$ cat src/rtl/lock_sequencer.sv
// Keypad door-lock sequencer: digit entry, code compare, failed-attempt lockout and unlock window.
// Optional stored-code programming while unlocked is enabled by defining LOCK_CODE_PROGRAM_EN.
module lock_sequencer #(
    parameter int unsigned DIGITS         = 4,
    parameter int unsigned DIGIT_W        = 4,
    parameter int unsigned MAX_TRIES      = 3,
    parameter int unsigned UNLOCK_CYCLES  = 8,
    parameter int unsigned LOCKOUT_CYCLES = 16,
    parameter logic [DIGITS*DIGIT_W-1:0] DEFAULT_CODE = 16'h1234
) (
    input  logic                               clk,
    input  logic                               reset,
    input  logic                               key_valid,
    input  logic [DIGIT_W-1:0]                 key_data,
    output logic                               key_ready,
    input  logic                               enter,
    input  logic                               clear,
`ifdef LOCK_CODE_PROGRAM_EN
    input  logic                               prog_valid,
    input  logic [DIGITS*DIGIT_W-1:0]          prog_code,
`endif
    output logic [2:0]                         state,
    output logic                               unlocked,
    output logic                               error,
    output logic                               lockout,
    output logic [$clog2(MAX_TRIES+1)-1:0]     tries
);

    localparam int unsigned CODE_W = DIGITS * DIGIT_W;
    localparam int unsigned CNT_W  = $clog2(DIGITS + 1);
    localparam int unsigned TRY_W  = $clog2(MAX_TRIES + 1);
    localparam int unsigned TMAX   = (UNLOCK_CYCLES > LOCKOUT_CYCLES) ? UNLOCK_CYCLES : LOCKOUT_CYCLES;
    localparam int unsigned TMR_W  = (TMAX > 1) ? $clog2(TMAX) : 1;

    typedef enum logic [2:0] {
        S_LOCKED   = 3'b000,
        S_INPUT    = 3'b001,
        S_VERIFY   = 3'b010,
        S_ERROR    = 3'b011,
        S_UNLOCKED = 3'b100,
        S_LOCKOUT  = 3'b101
    } state_t;

    state_t             state_q, state_d;
    logic [CODE_W-1:0]  buf_q, buf_d;
    logic [CNT_W-1:0]   cnt_q, cnt_d;
    logic [TRY_W-1:0]   tries_q, tries_d;
    logic [TMR_W-1:0]   timer_q, timer_d;
    logic [CODE_W-1:0]  code;
    logic [CODE_W-1:0]  shifted;
    logic [TRY_W-1:0]   tries_inc;
    logic               accept;
    logic               match;

`ifdef LOCK_CODE_PROGRAM_EN
    logic [CODE_W-1:0] code_q;

    always_ff @(posedge clk or negedge reset) begin
        if (!reset) begin
            code_q <= DEFAULT_CODE;
        end else if (state_q == S_UNLOCKED && prog_valid) begin
            code_q <= prog_code;
        end
    end

    assign code = code_q;
`else
    assign code = DEFAULT_CODE;
`endif

    assign key_ready = ((state_q == S_LOCKED) || (state_q == S_INPUT)) &&
                       (cnt_q < CNT_W'(DIGITS)) && !enter && !clear;
    assign accept    = key_valid && key_ready;
    assign shifted   = (buf_q << DIGIT_W) | CODE_W'(key_data);
    assign match     = (cnt_q == CNT_W'(DIGITS)) && (buf_q == code);
    // tries never exceeds MAX_TRIES-1 outside VERIFY, so the increment cannot overflow TRY_W
    assign tries_inc = tries_q + TRY_W'(1);

    always_ff @(posedge clk or negedge reset) begin
        if (!reset) begin
            state_q <= S_LOCKED;
            buf_q   <= '0;
            cnt_q   <= '0;
            tries_q <= '0;
            timer_q <= '0;
        end else begin
            state_q <= state_d;
            buf_q   <= buf_d;
            cnt_q   <= cnt_d;
            tries_q <= tries_d;
            timer_q <= timer_d;
        end
    end

    always_comb begin
        state_d = state_q;
        buf_d   = buf_q;
        cnt_d   = cnt_q;
        tries_d = tries_q;
        timer_d = timer_q;
        case (state_q)
            S_LOCKED: begin
                if (accept) begin
                    state_d = S_INPUT;
                    buf_d   = shifted;
                    cnt_d   = CNT_W'(1);
                end
            end
            S_INPUT: begin
                if (clear) begin
                    state_d = S_LOCKED;
                    buf_d   = '0;
                    cnt_d   = '0;
                end else if (enter) begin
                    state_d = S_VERIFY;
                end else if (accept) begin
                    buf_d = shifted;
                    cnt_d = cnt_q + CNT_W'(1);
                end
            end
            S_VERIFY: begin
                buf_d = '0;
                cnt_d = '0;
                if (match) begin
                    state_d = S_UNLOCKED;
                    tries_d = '0;
                    timer_d = TMR_W'(UNLOCK_CYCLES - 1);
                end else begin
                    tries_d = tries_inc;
                    if (tries_inc == TRY_W'(MAX_TRIES)) begin
                        state_d = S_LOCKOUT;
                        timer_d = TMR_W'(LOCKOUT_CYCLES - 1);
                    end else begin
                        state_d = S_ERROR;
                    end
                end
            end
            S_ERROR: begin
                state_d = S_LOCKED;
            end
            S_UNLOCKED: begin
                if (enter || timer_q == '0) begin
                    state_d = S_LOCKED;
                    timer_d = '0;
                end else begin
                    timer_d = timer_q - TMR_W'(1);
                end
            end
            S_LOCKOUT: begin
                if (timer_q == '0) begin
                    state_d = S_LOCKED;
                    tries_d = '0;
                end else begin
                    timer_d = timer_q - TMR_W'(1);
                end
            end
            default: begin
                state_d = S_LOCKED;
            end
        endcase
    end

    assign state    = state_q;
    assign unlocked = (state_q == S_UNLOCKED);
    assign error    = (state_q == S_ERROR);
    assign lockout  = (state_q == S_LOCKOUT);
    assign tries    = tries_q;

endmodule

$ cat config.mk
export PLATFORM = sky130hd
export DESIGN_NAME = lock_sequencer
export DESIGN_NICKNAME = d
export VERILOG_FILES = /design/src/rtl/lock_sequencer.sv
export SDC_FILE = /design/constraint.sdc
export NUM_CORES = 1
export LEC_CHECK = 0
export CORE_AREA = 2 2 75 77
export CTS_CLUSTER_SIZE = 20
export DETAILED_ROUTE_END_ITERATION = 10
export DIE_AREA = 0 0 77 79
export GPL_ROUTABILITY_DRIVEN = 0
export SYNTH_ARGS = -nofsm -noshare
export SYNTH_HDL_FRONTEND = slang
export SYNTH_SLANG_ARGS = --single-unit
$ cat constraint.sdc
create_clock -name clk -period 4.7 [get_ports clk]
set_input_delay 0.705 -clock clk [delete_from_list [all_inputs] [get_ports clk]]
set_output_delay 0.705 -clock clk [all_outputs]
set_load 0.02 [all_outputs]
# Word-level counts from Yosys, hierarchy flattened
# Index checks and enable logic that the tools add are counted.
# word_totals
regBits,28
out_inout_bits,9
elab_cells,69
# op_classes
n_addsub,3
magnitude_cmp,1
eq_ne,16
muxes,24
bitwise,1
reduce_logical,19
# op_table
operator,count
$mux 16,3
$pmux 16 s3,1
$mux 3,10
$eq 16x13->1 const B,1
$mux 4,4
$or 16x4->16,1
$pmux 3 s5,1
$ne 3x3->1 const B,4
$pmux 4 s3,1
$eq 3x3->1 const B,3
$pmux 3 s3,1
$reduce_and 4->1,2
$eq 3x2->1 const B,2
$reduce_bool 3->1,2
$logic_and 1x1->1,5
$logic_not 4->1,1
$mux 2,2
$ne 2x1->1 const B,2
$ne 2x2->1 const B,2
$pmux 2 s2,1
$reduce_and 2->1,2
$sub 4x1->4 const B,1
$add 3x1->3 const B,1
$eq 3x1->1 const B,1
8 further kinds,10

# Longest topological paths before layout
# depth
word_depth,10
ltp_mapped,6

# Worst setup path before layout
# OpenSTA, ideal clock, no wires.
# synth_timing
kind,input to output
startpoint,in clear
endpoint,out key_ready
arrival_ps,1231
required_ps,3995
path_slack_ps,2764
stages,2
n_path_buf,0
cell_sequence,nor4_1 > and2_1
# synth_via
elab_chain_len,2
# synth_rtl
element,line,text
"start, declared",17,"input logic clear,"
$logic_not 1->1,72,(cnt_q < CNT_W'(DIGITS)) && !enter && !clear;
$logic_and 1x1->1,72,
"end, declared",15,"output logic key_ready,"
# No other way between the ends.

# Worst setup path after layout
# Ends and elaborated chain as after synthesis.

==> impl_results.md <==
* Core area at ~5300 µm²
* Critical Path Max Stage Delay at around 600 ps
* Mapped cell area at 1548 µm²
* Synth area leader: dfrtp_1
* CP max-delay cell: clkdlybuf4s50_1
* List of most frequent post-synthesis cells: nand2_1, dfrtp_1, a21oi_1
* Initial DRC count at 45
* Mapped Nets at about 180
* Setup Fix Bufs, Post-CTS at 0
* Post-DP Area at around 1800 µm²
* Max Fclk at between 300 and 400 MHz
* EDFF count, synth at 0
* GR Util met2 at 0.1895
* Most frequent cell after synthesis: nand2_1
* Maxcap violations at 0
* Sequential share of power at 0.424
* Period utilization at 0.6402
* Die X-Extent at a little under 80 µm
* Reg2reg path depth at 4
* Internal cell power at ~0.00062 W
* Vias per std cell at between 4 and 5
* NetSw at 0.0003707 W
* Hold Path Class: register to register
* Worst path top cell family by delay: buffers and inverters
* GR met3 Demand/Resource at 0.02955
* Initial antenna violation count at 0
* Fill count at 590
* CP max FO at 5
* Synthesis-to-finish area growth at 19.24%
* Sequential area share after synthesis at 0.4527
* Final ANT Viol Nets at 0
* Worst hold stages at 2
* Busiest grt layer: met2
* Final setup viols at 0
* Crit path top cell by count: clkdlybuf4s50_1
* Vias in the first global route at between 1000 and 1500
* Port buffer count at 17
* Status: complete, no violations
* DRT Wirelength at about 3.2 mm
* Nets at 200
* Largest net degree at the start of global routing at 29
* Clock power frac at 0.192
* Total GRT Usage at 0.1117
* Residual DRC at 0
* Pwr per Cell Area at between 500 and 600 nW/µm²
* CP endpoint kind: output pin
* Syn Area/Cell at 9.104 µm²
* Overflow after GRT at 0
* CTS root buf: clkbuf_8
* Hold_buf cts at 0
* Ys flop type: dfrtp_1
* Vias at between 1000 and 1500
* Syn Inst Count at 170
* Min Hold Slack at roughly 520 ps
* Worst-margin pin slew at about 750 ps
* Final instance area at around 1800 µm²
* CTS tree: yes
* CTS max path bufs at 2
* Final TNS setup at 0 ps
* Synth async-reset ratio at 1.000
* Max-slew violations at 0
* Crit path DAT at roughly 2300 ps
* Fin util at 0.3458
* Antenna cells at 0
* CP Launch Type: primary input
* Worst VDD drop at 0.0001768 V
* RSZ-0062 raised after global routing: no
* Post-CTS Resized at 0
* Htree depth at 1
* CTS Buf Count at 3
* Instance count on the critical path at 4
* Slew Limit Headroom at 0.5010
* Leak at roughly 0.74 nW
* Synth Register Bits at 28
* Avg WL per Cell at 12.50 µm
* Logic pwr share at 0.384
* Yosys top cell area share at 0.4527
* Share of layout cells above drive strength 1 at 0.07027
* Clock transition at path regs at around 100 ps
* Critical path buffers and inverters at 2
* Worst Path Class, Setup: primary input to output pin
* CP Cell Sequence: clkdlybuf4s50_1, nor4_1, and2_1, clkdlybuf4s50_1
* Net Sw Frac at 0.3741
* Sink Count at 28
* Min Tclk post-route at ~3000 ps
* Clock Latency Late Sink at about 270 ps
* Setup Skew at ~3.7 ps
* First-pass GRT wire length at ~5.6 mm
* Yosys Warn Count at 0
* Data required, critical path at 3990 ps
* Post-synth cell types at 45
* Die H at 79 µm
* Num rows at 27
* DIE AREA at around 6100 µm²
* Ranking of synthesized cells by area: dfrtp_1, nand2_1, a21oi_1, ha_1, o21ai_0
* Met1 Usage GRT at 0.1450
* Hold Vio Cnt, Final at 0
* IO Pins at 18
* Initial Utilization at 0.2900
* DP HPWL at ~2.3 mm
* Total iterations of the first detailed-routing run at 4
-- cells in the final DEF, fill, tap and decap left out, types with 2 or more instances in the layout --
cell and count:
clkbuf_8 3, nand2b_1 2, nand2_1 38, nor4bb_1 2, mux2_1 2, nand3_1 2, nor3b_1 3, dfrtp_1 28
o21ai_0 7, and2_1 2, a21oi_1 20, nor2_1 7, inv_1 6, or3_1 2, nor2b_1 4, clkdlybuf4s50_1 17
nor4_1 3, o21ai_1 4, o211ai_1 2, ha_1 5
-- worst register-to-register path, stage by stage (launching register included) --
cell and delay, ps:
dfrtp_1 550, nor4_1 440, nand3_1 610, a21oi_1 380
mux2i_1 220
-- final timing paths --
path	from	end	slack, ps
worst max-delay path	clear	key_ready	1690
worst min-delay path	buf_q[12]$_DFFE_PN0P_	buf_q[12]$_DFFE_PN0P_	520
worst max register to register	state[2]$_DFFE_PN0P_	cnt_q[1]$_DFFE_PN0P_	2420
worst min register to register	buf_q[12]$_DFFE_PN0P_	buf_q[12]$_DFFE_PN0P_	520
max in group asynchronous	reset	buf_q[14]$_DFFE_PN0P_	3630
min in group asynchronous	reset	state[2]$_DFFE_PN0P_	790
-- per-layer routing --
metal  up-vias  part of all wire
met4         0            0.0053
met2        25              0.46
li1        626                 -
met3         2             0.040
met1       598              0.49
met5         -                 0
-- cell families after synthesis --
kind of cell    after synthesis  synth area share
simple gates                 77            0.2644
compound gates               44            0.1803
flops                        28            0.4527
buf+inv                      13           0.04122
fa+ha+maj                     5           0.04042
mux                           3           0.02102
-- power by group through the flow --
stage          sequential, W  combinational (W)  clock, W
2_1_floorplan       0.000404           0.000283         0
3_3_place_gp        0.000423           0.000380         0
3_5_place_dp        0.000425           0.000386         0
4_1_cts             0.000420           0.000387  0.000200
5_1_grt             0.000436           0.000426  0.000209
6_report            0.000420           0.000380  0.000190
-- layout make-up --
type	instances	area (µm²)	area share
Inverter	6	22.52	0.01220
Multi-Input combinational cell	129	783.3	0.4244
Clock buffer	3	41.29	0.02237
Clock inverter	1	30.03	0.01627
Sequential cell	28	700.7	0.3797
Timing Repair Buffer	18	177.7	0.09627
Tap cell	72	90.09	0.04881
-- state kept, by name (all words and copies together) (netlist names) --
register and flops:
cnt_q 3, tries 2, timer_q 4, buf_q 16
state 3
-- stage by stage --
stage | cells | total power, W | setup slack (ps)
2_1_floorplan | 170 | 0.0006874 | 2764
3_3_place_gp | 253 | 0.0008034 | 1703
3_5_place_dp | 253 | 0.0008116 | 1690
4_1_cts | 257 | 0.001006 | 1689
5_1_grt | 257 | 0.001072 | 1600
6_report | 257 | 0.0009909 | 1691
(Power assumes the default switching activity.)
